[src/rtl/bcd_display_ctrl.sv]
// Binary-to-BCD display controller: accepts a clamped 10-bit count and converts it with
// a one-bit-per-cycle shift-add-3 loop, then loads three BCD digits for the display.
module bcd_display_ctrl #(
  parameter int IN_WIDTH  = 10,
  parameter int MAX_VALUE = 999
) (
  input  logic                clk,
  input  logic                reset,
  input  logic                in_valid,
  input  logic [IN_WIDTH-1:0] in_value,
  output logic                in_ready,
  output logic [3:0]          digitL,
  output logic [3:0]          digitM,
  output logic [3:0]          digitR,
  output logic                overflow,
  output logic                done
);

  localparam logic [IN_WIDTH-1:0] MAX_V    = IN_WIDTH'(MAX_VALUE);
  localparam logic [3:0]          LAST_BIT = 4'(IN_WIDTH - 1);

  typedef enum logic [1:0] {
    IDLE    = 2'd0,
    CONVERT = 2'd1,
    LOAD    = 2'd2
  } state_t;

  // A nibble of at most 9 becomes at most 12, so the 4-bit add cannot carry out.
  function automatic logic [3:0] add3_adjust(input logic [3:0] nib);
    logic [3:0] res;
    if (nib >= 4'd5) begin
      res = nib + 4'd3;
    end else begin
      res = nib;
    end
    return res;
  endfunction

  state_t              state_r;
  logic [IN_WIDTH-1:0] bin_r;
  logic [11:0]         bcd_r;
  logic [3:0]          bit_cnt_r;
  logic                ovf_latch_r;
  logic                in_ready_r;
  logic [3:0]          digit_l_r;
  logic [3:0]          digit_m_r;
  logic [3:0]          digit_r_r;
  logic                overflow_r;
  logic                done_r;

  logic [11:0]            bcd_adj_s;
  logic [IN_WIDTH+11:0]   shifted_s;
  logic [IN_WIDTH-1:0]    clamped_s;
  logic                   accept_s;

  // Next value of the combined {BCD, binary} shift register for one conversion step.
  always_comb begin
    bcd_adj_s = {add3_adjust(bcd_r[11:8]), add3_adjust(bcd_r[7:4]), add3_adjust(bcd_r[3:0])};
    shifted_s = {bcd_adj_s[10:0], bin_r, 1'b0};
  end

  // Input clamp and handshake qualification.
  always_comb begin
    accept_s = in_valid && in_ready_r;
    if (in_value > MAX_V) begin
      clamped_s = MAX_V;
    end else begin
      clamped_s = in_value;
    end
  end

  // Controller FSM; every output is a register so the display never sees scratch state.
  always_ff @(posedge clk) begin
    if (reset) begin
      state_r     <= IDLE;
      bin_r       <= '0;
      bcd_r       <= 12'd0;
      bit_cnt_r   <= 4'd0;
      ovf_latch_r <= 1'b0;
      in_ready_r  <= 1'b1;
      digit_l_r   <= 4'd0;
      digit_m_r   <= 4'd0;
      digit_r_r   <= 4'd0;
      overflow_r  <= 1'b0;
      done_r      <= 1'b0;
    end else begin
      done_r <= 1'b0;
      case (state_r)
        IDLE: begin
          if (accept_s) begin
            bin_r       <= clamped_s;
            bcd_r       <= 12'd0;
            bit_cnt_r   <= 4'd0;
            ovf_latch_r <= (in_value > MAX_V);
            in_ready_r  <= 1'b0;
            state_r     <= CONVERT;
          end else begin
            in_ready_r <= 1'b1;
            state_r    <= IDLE;
          end
        end
        CONVERT: begin
          bcd_r      <= shifted_s[IN_WIDTH+11:IN_WIDTH];
          bin_r      <= shifted_s[IN_WIDTH-1:0];
          bit_cnt_r  <= bit_cnt_r + 4'd1;
          in_ready_r <= 1'b0;
          if (bit_cnt_r == LAST_BIT) begin
            state_r <= LOAD;
          end else begin
            state_r <= CONVERT;
          end
        end
        LOAD: begin
          digit_l_r  <= bcd_r[3:0];
          digit_m_r  <= bcd_r[7:4];
          digit_r_r  <= bcd_r[11:8];
          overflow_r <= ovf_latch_r;
          done_r     <= 1'b1;
          in_ready_r <= 1'b1;
          state_r    <= IDLE;
        end
        default: begin
          in_ready_r <= 1'b1;
          state_r    <= IDLE;
        end
      endcase
    end
  end

  assign in_ready = in_ready_r;
  assign digitL   = digit_l_r;
  assign digitM   = digit_m_r;
  assign digitR   = digit_r_r;
  assign overflow = overflow_r;
  assign done     = done_r;

endmodule

[config.mk]
export PLATFORM = sky130hd
export DESIGN_NAME = bcd_display_ctrl
export DESIGN_NICKNAME = d
export VERILOG_FILES = /design/src/rtl/bcd_display_ctrl.sv
export SDC_FILE = /design/constraint.sdc
export NUM_CORES = 1
export LEC_CHECK = 0
export BUFFER_PORTS_ARGS = -buffer_cell sky130_fd_sc_hd__clkbuf_2
export CAP_MARGIN = 40
export CORE_MARGIN = 3
export CORE_UTILIZATION = 55
export CTS_CLUSTER_DIAMETER = 80
export DETAILED_ROUTE_END_ITERATION = 10
export PLACE_DENSITY = 0.85
export SYNTH_ARGS = -nofsm -noshare
export SYNTH_HDL_FRONTEND = slang
export SYNTH_SLANG_ARGS = --single-unit
[constraint.sdc]
create_clock -name clk -period 2.9 [get_ports clk]
set_input_delay 0.29 -clock clk [delete_from_list [all_inputs] [get_ports clk]]
set_output_delay 0.29 -clock clk [all_outputs]
set_load 0.02 [all_outputs]
; ---- Word level (Yosys, flattened, before mapping)
; Index checks and enable logic that the tools add are counted.
; W data, S select, Z words.
[totals]
register_bits = 44
in_bits = 13
output_inout_bits = 15
elab_cells = 44
[classes]
add_sub_neg = 4
magnitude_cmp = 4
eq_ne = 4
n_mux = 16
n_reduce_logical = 5
[ops]
columns = op, n
row1 = $pmux W12 S2, 1
row2 = $mux W10, 2
row3 = $pmux W10 S2, 1
row4 = $ge A4 B3 Y1 const B, 3
row5 = $mux W12, 1
row6 = $mux W4, 3
row7 = $gt A10 B10 Y1 const B, 1
row8 = $add A4 B2 Y4 const B, 2
row9 = $pmux W4 S2, 1
row10 = $add A4 B1 Y4 const B, 1
row11 = $eq A4 B4 Y1 const B, 1
row12 = $pmux W2 S2, 1
row13 = $reduce_and A2 Y1, 2
row14 = $add A3 B2 Y3 const B, 1
row15 = $mux W1, 3
row16 = $mux W3, 1
row17 = $eq A2 B1 Y1 const B, 1
row18 = $eq A2 B2 Y1 const B, 1
row19 = $logic_not A2 Y1, 1
row20 = $mux W2, 1
row21 = $ne A2 B2 Y1 const B, 1
row22 = $pmux W1 S2, 1
row23 = $reduce_bool A2 Y1, 1
row24 = $logic_and A1 B1 Y1, 1

; ---- Depth between registers and ports, before layout
; Gate-level depths: netlist (run 1).
[depth]
word_depth = 4
ltp_mapped = 7
depth_no_buf = 6

; ---- Worst setup path after synthesis (run 1)
; No wires, ideal clock.
[synth_path]
path_kind = reg-to-reg
start = register bcd_r[0]
end = register bcd_r[1]
setup_time_ps = 106
arrival_ps = 1291
required_ps = 2794
setup_slack_ps = 1503
stages_incl_launch_ff = 7
n_path_buf = 0
synth_period_minus_slack_ps = 1397
cell_sequence = dfxtp_1 > inv_1 > ha_1 > nand2b_1 > a21oi_1 > or4_1 > o311ai_0
[synth_between]
elab_chain_cells = 3
word_cells_on_any_way = 4
classes_between = add/sub: 1 / order compare: 1 / mux: 2
[synth_rtl]
columns = element, line_no
row1 = "start, declared", 41  ; logic [11:0] bcd_r;
row2 = "start signal, assigned", 103  ; bcd_r <= shifted_s[IN_WIDTH+11:IN_WIDTH];
row3 = $add A4 B2 Y4 or $ge A4 B3 Y1 (tied branches), "32, 31"
row4 = $mux W4 (*), 31  ; if (nib >= 4'd5) begin
row5 = $pmux W12 S2 (*), 88  ; case (state_r)
; Mark *: on every way between the ends. The rest lies on a longest branch, timed or not.
; A chain may end at the register's enable or synchronous reset.

; ---- Worst setup path after layout (run 1)
[layout_path]
start = register state_r[1]
end = register bin_r[2]
[layout_between]
elab_chain_cells = 3
word_cells_on_any_way = 6
classes_between = eq/ne: 2 / mux: 1 / reduce/logical: 3
[layout_rtl]
columns = element, line_no
row1 = "start, declared", 39  ; state_t state_r;
row2 = "start signal, assigned", 75  ; state_r <= IDLE;
row3 = "start signal, assigned", 96  ; state_r <= CONVERT;
row4 = "start signal, assigned", 99  ; state_r <= IDLE;
row5 = $eq A2 B1 Y1 or $logic_not A2 Y1 (tied branches), 88
row6 = $reduce_bool A2 Y1 (no source line) or $ne A2 B2 Y1 (tied branches), n/a
row7 = $reduce_and A2 Y1 (no source line), n/a
row8 = "end signal, assigned", 91  ; bin_r <= clamped_s;
row9 = "end signal, assigned", 104  ; bin_r <= shifted_s[IN_WIDTH-1:0];
row10 = "end, declared", 40  ; logic [IN_WIDTH-1:0] bin_r;
; Several ways; a longest one is shown, not always the timed one.

==> results.yml, run 1 <==
place:
  dp_hpwl_um: 2597
  gp_congestion: 0.7913
  portBuffers: 27
die:
  die_y_um: 65.63
  io-pin-count: 28
  num_rows: 21
  core_um2: 3390
  die_area_um2: 4307
  initial_core_util_pct: 57.70
  die_w_um: 65.63
routing:
  totalWireLength_um: 3705
  drc: 0
  viasPerCell: 5.535
  vias: 1655
  drt-wirelength-per-cell_um: 12.39
  highest_layer: "met4"
  wl_met3_um: 167
  final_antenna_net_count: 0
  met2_length_um: 1758
  dr.pass1.iters: 4
  m1WireLength_um: 1697
  drt_iter0_drc: 99
sta:
  tightest_slew_ps: 878.8
  rsz0062_at_grt: "no"
  maxSlewViolCount: 0
  period_minus_slack_ps: 1832
  relSlewSlack_pct: 41.30
  finalSetupTns_ps: 0
  fmax_mhz: 545.7
  fin_crit_sh_pct: 63.19
  finalClockSkew_ps: 4.582
  setup_viol: 0
  hold_viol_final: 0
final_layout:
  nets: 273
  drive_above_1_share_pct: 15.81
  antenna_cells: 0
  area_delta_synth_final_pct: 9.533
  fillers: 316
  postLayoutCoreUtil_pct: 63.20
pwr:
  powerDensity_nw_per_um2: 516.9
  leakagePower_nw: 0.8218
  p_switching_uw: 270.6
  clockPowerShare_pct: 33.6
  pwr-share-seq_pct: 57.5
  pwr-share-comb_pct: 8.9
  ir_worst_vdd_uv: 325.4
  swShare_pct: 24.44
  p_int_uw: 836.5
clocking:
  cts_made_buffers: 5
  clk_latency_ps: 360
  cts_setup_buffers: 0
  htreeDepth: 2
  cts_hold_buf: 0
  ctsResizeCount: 0
  cts.path.max_buffers: 2
  cts_tree: "yes"
  clkTransAtPathRegs_ps: 120
  cts_sinks: 44
  root_buffer: "clkbuf_4"
global_routing:
  grt_pass1_wl_um: 6499
  overflow: 0
  antenna_found_initial: 0
  grt_max_degree: 33
  track_usage_pct: 19.34
  first_global_vias: 1484
synthesis:
  synth_common_cells: "dfxtp_1, nand2_1, a21oi_1"
  synth_top_area_share_pct: 45.04
  syn-num-nets: 252
  synth_top_area_cell: "dfxtp_1"
  synth-edff-count: 0
  yosys-top-cells-area: "dfxtp_1, nand2_1, a21oi_1, ha_1, nor2_1"
  synth-main-ff-cell: "dfxtp_1"
  yosys_warnings: 0
  synth_seq_cells: 44
  netlist_instances: 231
  synth.yosys.seq_area_share_pct: 45.04
  ys_types: 38
  async_flop_share_pct: 0
  synth_area_um2: 1956
  synth.most_common_cell: "dfxtp_1"
  syn_avg_cell_area_um2: 8.466
critical_path:
  path_cells: "nand2b_1 -> o21ai_0 -> nor3_1 -> nor4_1"
  slowest_stage: "nand2b_1"
  end_kind: "flop"
  worstPathRequired_ps: 3160
  cp.arrival_ps: 2090
  criticalPathCategory: "reg2reg"
  cp_max_fo: 22
  worst_path_largest_cell_delay_ps: 670
  startpoint_type: "flop"
flow_run:
  max_cap_violations: 0
status:
  status: "complete, no violations"
worst_hold_path:
  hold_path_class: "in2reg"
registers in the layout, indices dropped and copies added, names as in the netlist:
register and cells:
bcd_r 12, bin_r 10, bit_cnt_r 4, digitL 4, digitM 4, digitR 4, done 1, in_ready 1
overflow 1, ovf_latch_r 1, state_r 2
worst max-delay path: cells and delay by family, from the launching register on:
family | cells | cell delay [ps]
DFF | 1 | 520
and+or+nand+nor | 3 | 950
AOI/OAI and AO/OA | 1 | 260
cells by family after synthesis:
kind of cell | count (synthesis) | synth area share, %
buf+inv | 23 | 6.526
mux | 2 | 1.024
compound gates | 57 | 19.26
fa+ha+maj | 8 | 5.119
xor+xnor | 3 | 1.344
simple gates | 94 | 21.69
flops | 44 | 45.04
power groups by stage:
stage,Combinational [mW],Clock (mW),Sequential (mW)
global placement,0.0975,0,0.649
detailed placement,0.0988,0,0.650
CTS,0.0992,0.377,0.637
finish,0.0984,0.372,0.637
global route,0.111,0.405,0.640
floorplan,0.0810,0,0.648
per-layer routing:
| metal | GRT usage [%] | up-vias |
|---|---|---|
| li1 | - | 855 |
| met1 | 23.72 | 764 |
| met2 | 31.29 | 28 |
| met3 | 4.444 | 8 |
| met4 | 10.10 | 0 |
| met5 | 0 | - |
worst paths after layout:
kind,to,slack (ps),start,cells after the start
setup reg to reg,bin_r[2]$_SDFFE_PP0P_,1070,state_r[1]$_SDFF_PP0_,4
hold reg to reg,digitM[0]$_SDFFE_PP0P_,460,digitM[0]$_SDFFE_PP0P_,2
setup / recovery,bin_r[2]$_SDFFE_PP0P_,1070,state_r[1]$_SDFF_PP0_,4
hold / removal,bin_r[9]$_SDFFE_PP0P_,180,in_value[9],3
area by class of cell:
class                           count  area, µm²  share of cell area (%)
Inverter                            8      30.03                   1.402
Clock buffer                        6      41.29                   1.928
Clock inverter                      2      35.03                   1.636
Tap cell                           46      57.56                   2.687
Timing Repair Buffer               29      150.1                   7.009
Multi-Input combinational cell    164      947.2                   44.22
Sequential cell                    44      880.8                   41.12
metrics by stage:
step                      cell area, µm²  hold WS, ps  worst slack, ps  power, mW  cells
after floorplan                     1956        431.2             1503     0.7291    231
after global placement              2066        445.2             1100     0.7470    291
after detailed placement            2066        447.7             1108     0.7491    291
after CTS                           2142        173.8             1090      1.113    299
after global routing                2142        179.3            908.6      1.156    299
final                               2142        178.8             1068      1.107    299
layout by cell type, fill, tap and decap left out, types with 2 or more instances in the layout:
master | synthesis | layout
o211ai_1 | 2 | 2
nor3_1 | 9 | 9
a21oi_1 | 26 | 26
buf_4 | 3 | 2
or4_1 | 3 | 3
o32a_1 | 2 | 2
mux2i_1 | 2 | 2
inv_1 | 7 | 7
clkbuf_4 | 0 | 5
a311oi_1 | 4 | 4
xor2_1 | 2 | 2
nand2_1 | 39 | 39
nor2_1 | 21 | 21
ha_1 | 8 | 8
o311ai_0 | 3 | 3
nand4_1 | 4 | 4
nand3_1 | 5 | 5
clkbuf_2 | 0 | 27
o21ai_0 | 9 | 9
a41o_1 | 2 | 2
nor2b_1 | 2 | 2
nor4_1 | 3 | 3
nand2b_1 | 5 | 5
dfxtp_1 | 44 | 44
o41ai_1 | 2 | 2
No activity file was read; power rests on OpenSTA's default activity.
==> run 2: changes to the inputs <==
Settings changed: ABC_AREA set to 1.
Clock period 2.9 ns to 1.7 ns, I/O delays scaled along.
==> results.yml, run 2 <==
place:
  dp_hpwl_um: 2772
  gp_congestion: 0.8277
  portBuffers: 27
final_layout:
  nets: 323
  drive_above_1_share_pct: 14.85
  largest_reg_flops: 12
  antenna_cells: 0
  postLayoutCoreUtil_pct: 65.69
  reg_top3: "bcd_r: 12 flops, bin_r: 10 flops"
  mostFrequentLayoutCells: "nand2_1, dfxtp_1, nor2_1"
  area_delta_synth_final_pct: 12.17
  regMostFlops: "bcd_r"
  final_common_cell: "nand2_1"
sta:
  hold_viol_final: 0
  rsz0062_at_grt: "no"
  fmax_mhz: 734.3
  setup_viol: 0
  tightest_slew_ps: 510.0
  period_minus_slack_ps: 1362
  finalSetupTns_ps: 0
  fin_crit_sh_pct: 80.10
  maxSlewViolCount: 0
  finalClockSkew_ps: 7.438
  relSlewSlack_pct: 65.92
critical_path:
  cp.arrival_ps: 1610
  startpoint_type: "flop"
  criticalPathCategory: "reg2reg"
  cp_max_fo: 5
  worstPathRequired_ps: 1950
  end_kind: "flop"
synthesis:
  synth-edff-count: 0
  synth_common_cells: "nand2_1, dfxtp_1, nor2_1"
  syn_avg_cell_area_um2: 7.277
  synth.yosys.seq_area_share_pct: 43.70
  synth_area_um2: 2016
  synth_seq_cells: 44
  syn-num-nets: 298
  yosys-top-cells-area: "dfxtp_1, nand2_1, a21oi_1, nor2_1, nand3_1"
  synth_top_area_share_pct: 43.70
  async_flop_share_pct: 0
  synth.most_common_cell: "nand2_1"
  synth_top_area_cell: "dfxtp_1"
  ys_types: 26
  yosys_warnings: 0
  netlist_instances: 277
  synth-main-ff-cell: "dfxtp_1"
clocking:
  clkTransAtPathRegs_ps: 80
  cts.path.max_buffers: 2
  cts_sinks: 44
  htreeDepth: 2
  cts_hold_buf: 0
  cts_made_buffers: 5
  ctsResizeCount: 0
  cts_setup_buffers: 0
  cts_tree: "yes"
  clk_latency_ps: 300
  root_buffer: "clkbuf_8"
routing:
  viasPerCell: 5.330
  drt-wirelength-per-cell_um: 11.73
  dr.pass1.iters: 4
  final_antenna_net_count: 0
  vias: 1860
  drc: 0
  drt_iter0_drc: 124
  totalWireLength_um: 4093
global_routing:
  antenna_found_initial: 0
  grt_max_degree: 28
  track_usage_pct: 19.62
  overflow: 0
  grt_pass1_wl_um: 6734
  first_global_vias: 1554
pwr:
  p_total_mw: 2.048
  powerDensity_nw_per_um2: 905.9
  ir_worst_vdd_uv: 662.1
  leakagePower_nw: 1.031
die:
  num_rows: 21
  initial_core_util_pct: 58.56
  die_w_um: 66.54
  die_y_um: 66.54
  die_area_um2: 4428
  io-pin-count: 28
  core_um2: 3442
flow_run:
  max_cap_violations: 0
status:
  status: "complete, no violations"
worst_hold_path:
  hold_path_class: "in2reg"
==> run 2: cell count changes after synthesis, sizes merged, moves of 4 or more <==
| cell | change |
|---|---|
| a311oi | -4 |
| buf | -6 |
| inv | +20 |
| nand2 | +23 |
| nand2b | -5 |
| nand3 | +18 |
| nor2 | +15 |
| nor3 | -8 |
| o21ai | +12 |
==> run 2: report_power, final <==
part / internal (mW) / switching (mW)
logic: 0.0586 / 0.119
clock network: 0.436 / 0.351
registers: 1.06 / 0.0203
total: 1.56 / 0.490
==> run 2: path summary, 6_finish.rpt <==
| check | start | end | slack [ps] | cells after the start |
|---|---|---|---|---|
| max reg2reg | bcd_r[4]$_SDFFE_PP0P_ | bcd_r[8]$_SDFFE_PP0P_ | 340 | 9 |
| min reg2reg | bin_r[7]$_SDFFE_PP0P_ | bin_r[7]$_SDFFE_PP0P_ | 460 | 2 |
| min | in_value[4] | bin_r[4]$_SDFFE_PP0P_ | 130 | 3 |
| max | bcd_r[4]$_SDFFE_PP0P_ | bcd_r[8]$_SDFFE_PP0P_ | 340 | 9 |
==> run 2: layout make-up <==
type / count / area (µm²)
fill: 298 / 1181
multi-input combinational: 196 / 970.9
sequential: 44 / 880.8
timing repair buffer: 28 / 142.6
inverter: 27 / 101.3
clock buffer: 6 / 72.57
tap: 46 / 57.56
clock inverter: 2 / 35.03
==> run 2: cells by family after synthesis <==
family                     share of synthesized area [%]
and+or+nand+nor                                    28.12
AOI/OAI and AO/OA                                  15.08
DFF                                                43.70
buffers and inverters                              8.131
adders and majority gates                          4.966
==> run 2: layer usage <==
| layer | share of wire (%) | GRT usage [%] | routed length, µm |
|---|---|---|---|
| met3 | 5.6 | 4.216 | 231 |
| met5 | 0 | 0 | 0 |
| met1 | 48 | 24.95 | 1964 |
| met4 | 1.6 | 8.376 | 67 |
| met2 | 45 | 31.81 | 1830 |
==> run 2: through the flow <==
step | cells | setup slack, ps | hold WS, ps | cell area [µm²]
3_3_place_gp | 341 | 382.1 | 440.1 | 2153
3_5_place_dp | 341 | 357.9 | 446.4 | 2153
4_1_cts | 349 | 337.6 | 128.0 | 2261
2_1_floorplan | 277 | 519.4 | 326.5 | 2016
6_report | 349 | 338.2 | 131.8 | 2261
5_1_grt | 349 | 193.4 | 151.1 | 2261
==> run 2: critical path, stage by stage (launching register included) <==
cell	delay (ps)
dfxtp_1	380
inv_1	110
ha_1	220
inv_1	60
nand2_1	110
nand3_1	150
nand2_1	60
nor2_1	110
nor2_1	40
nor2_1	70
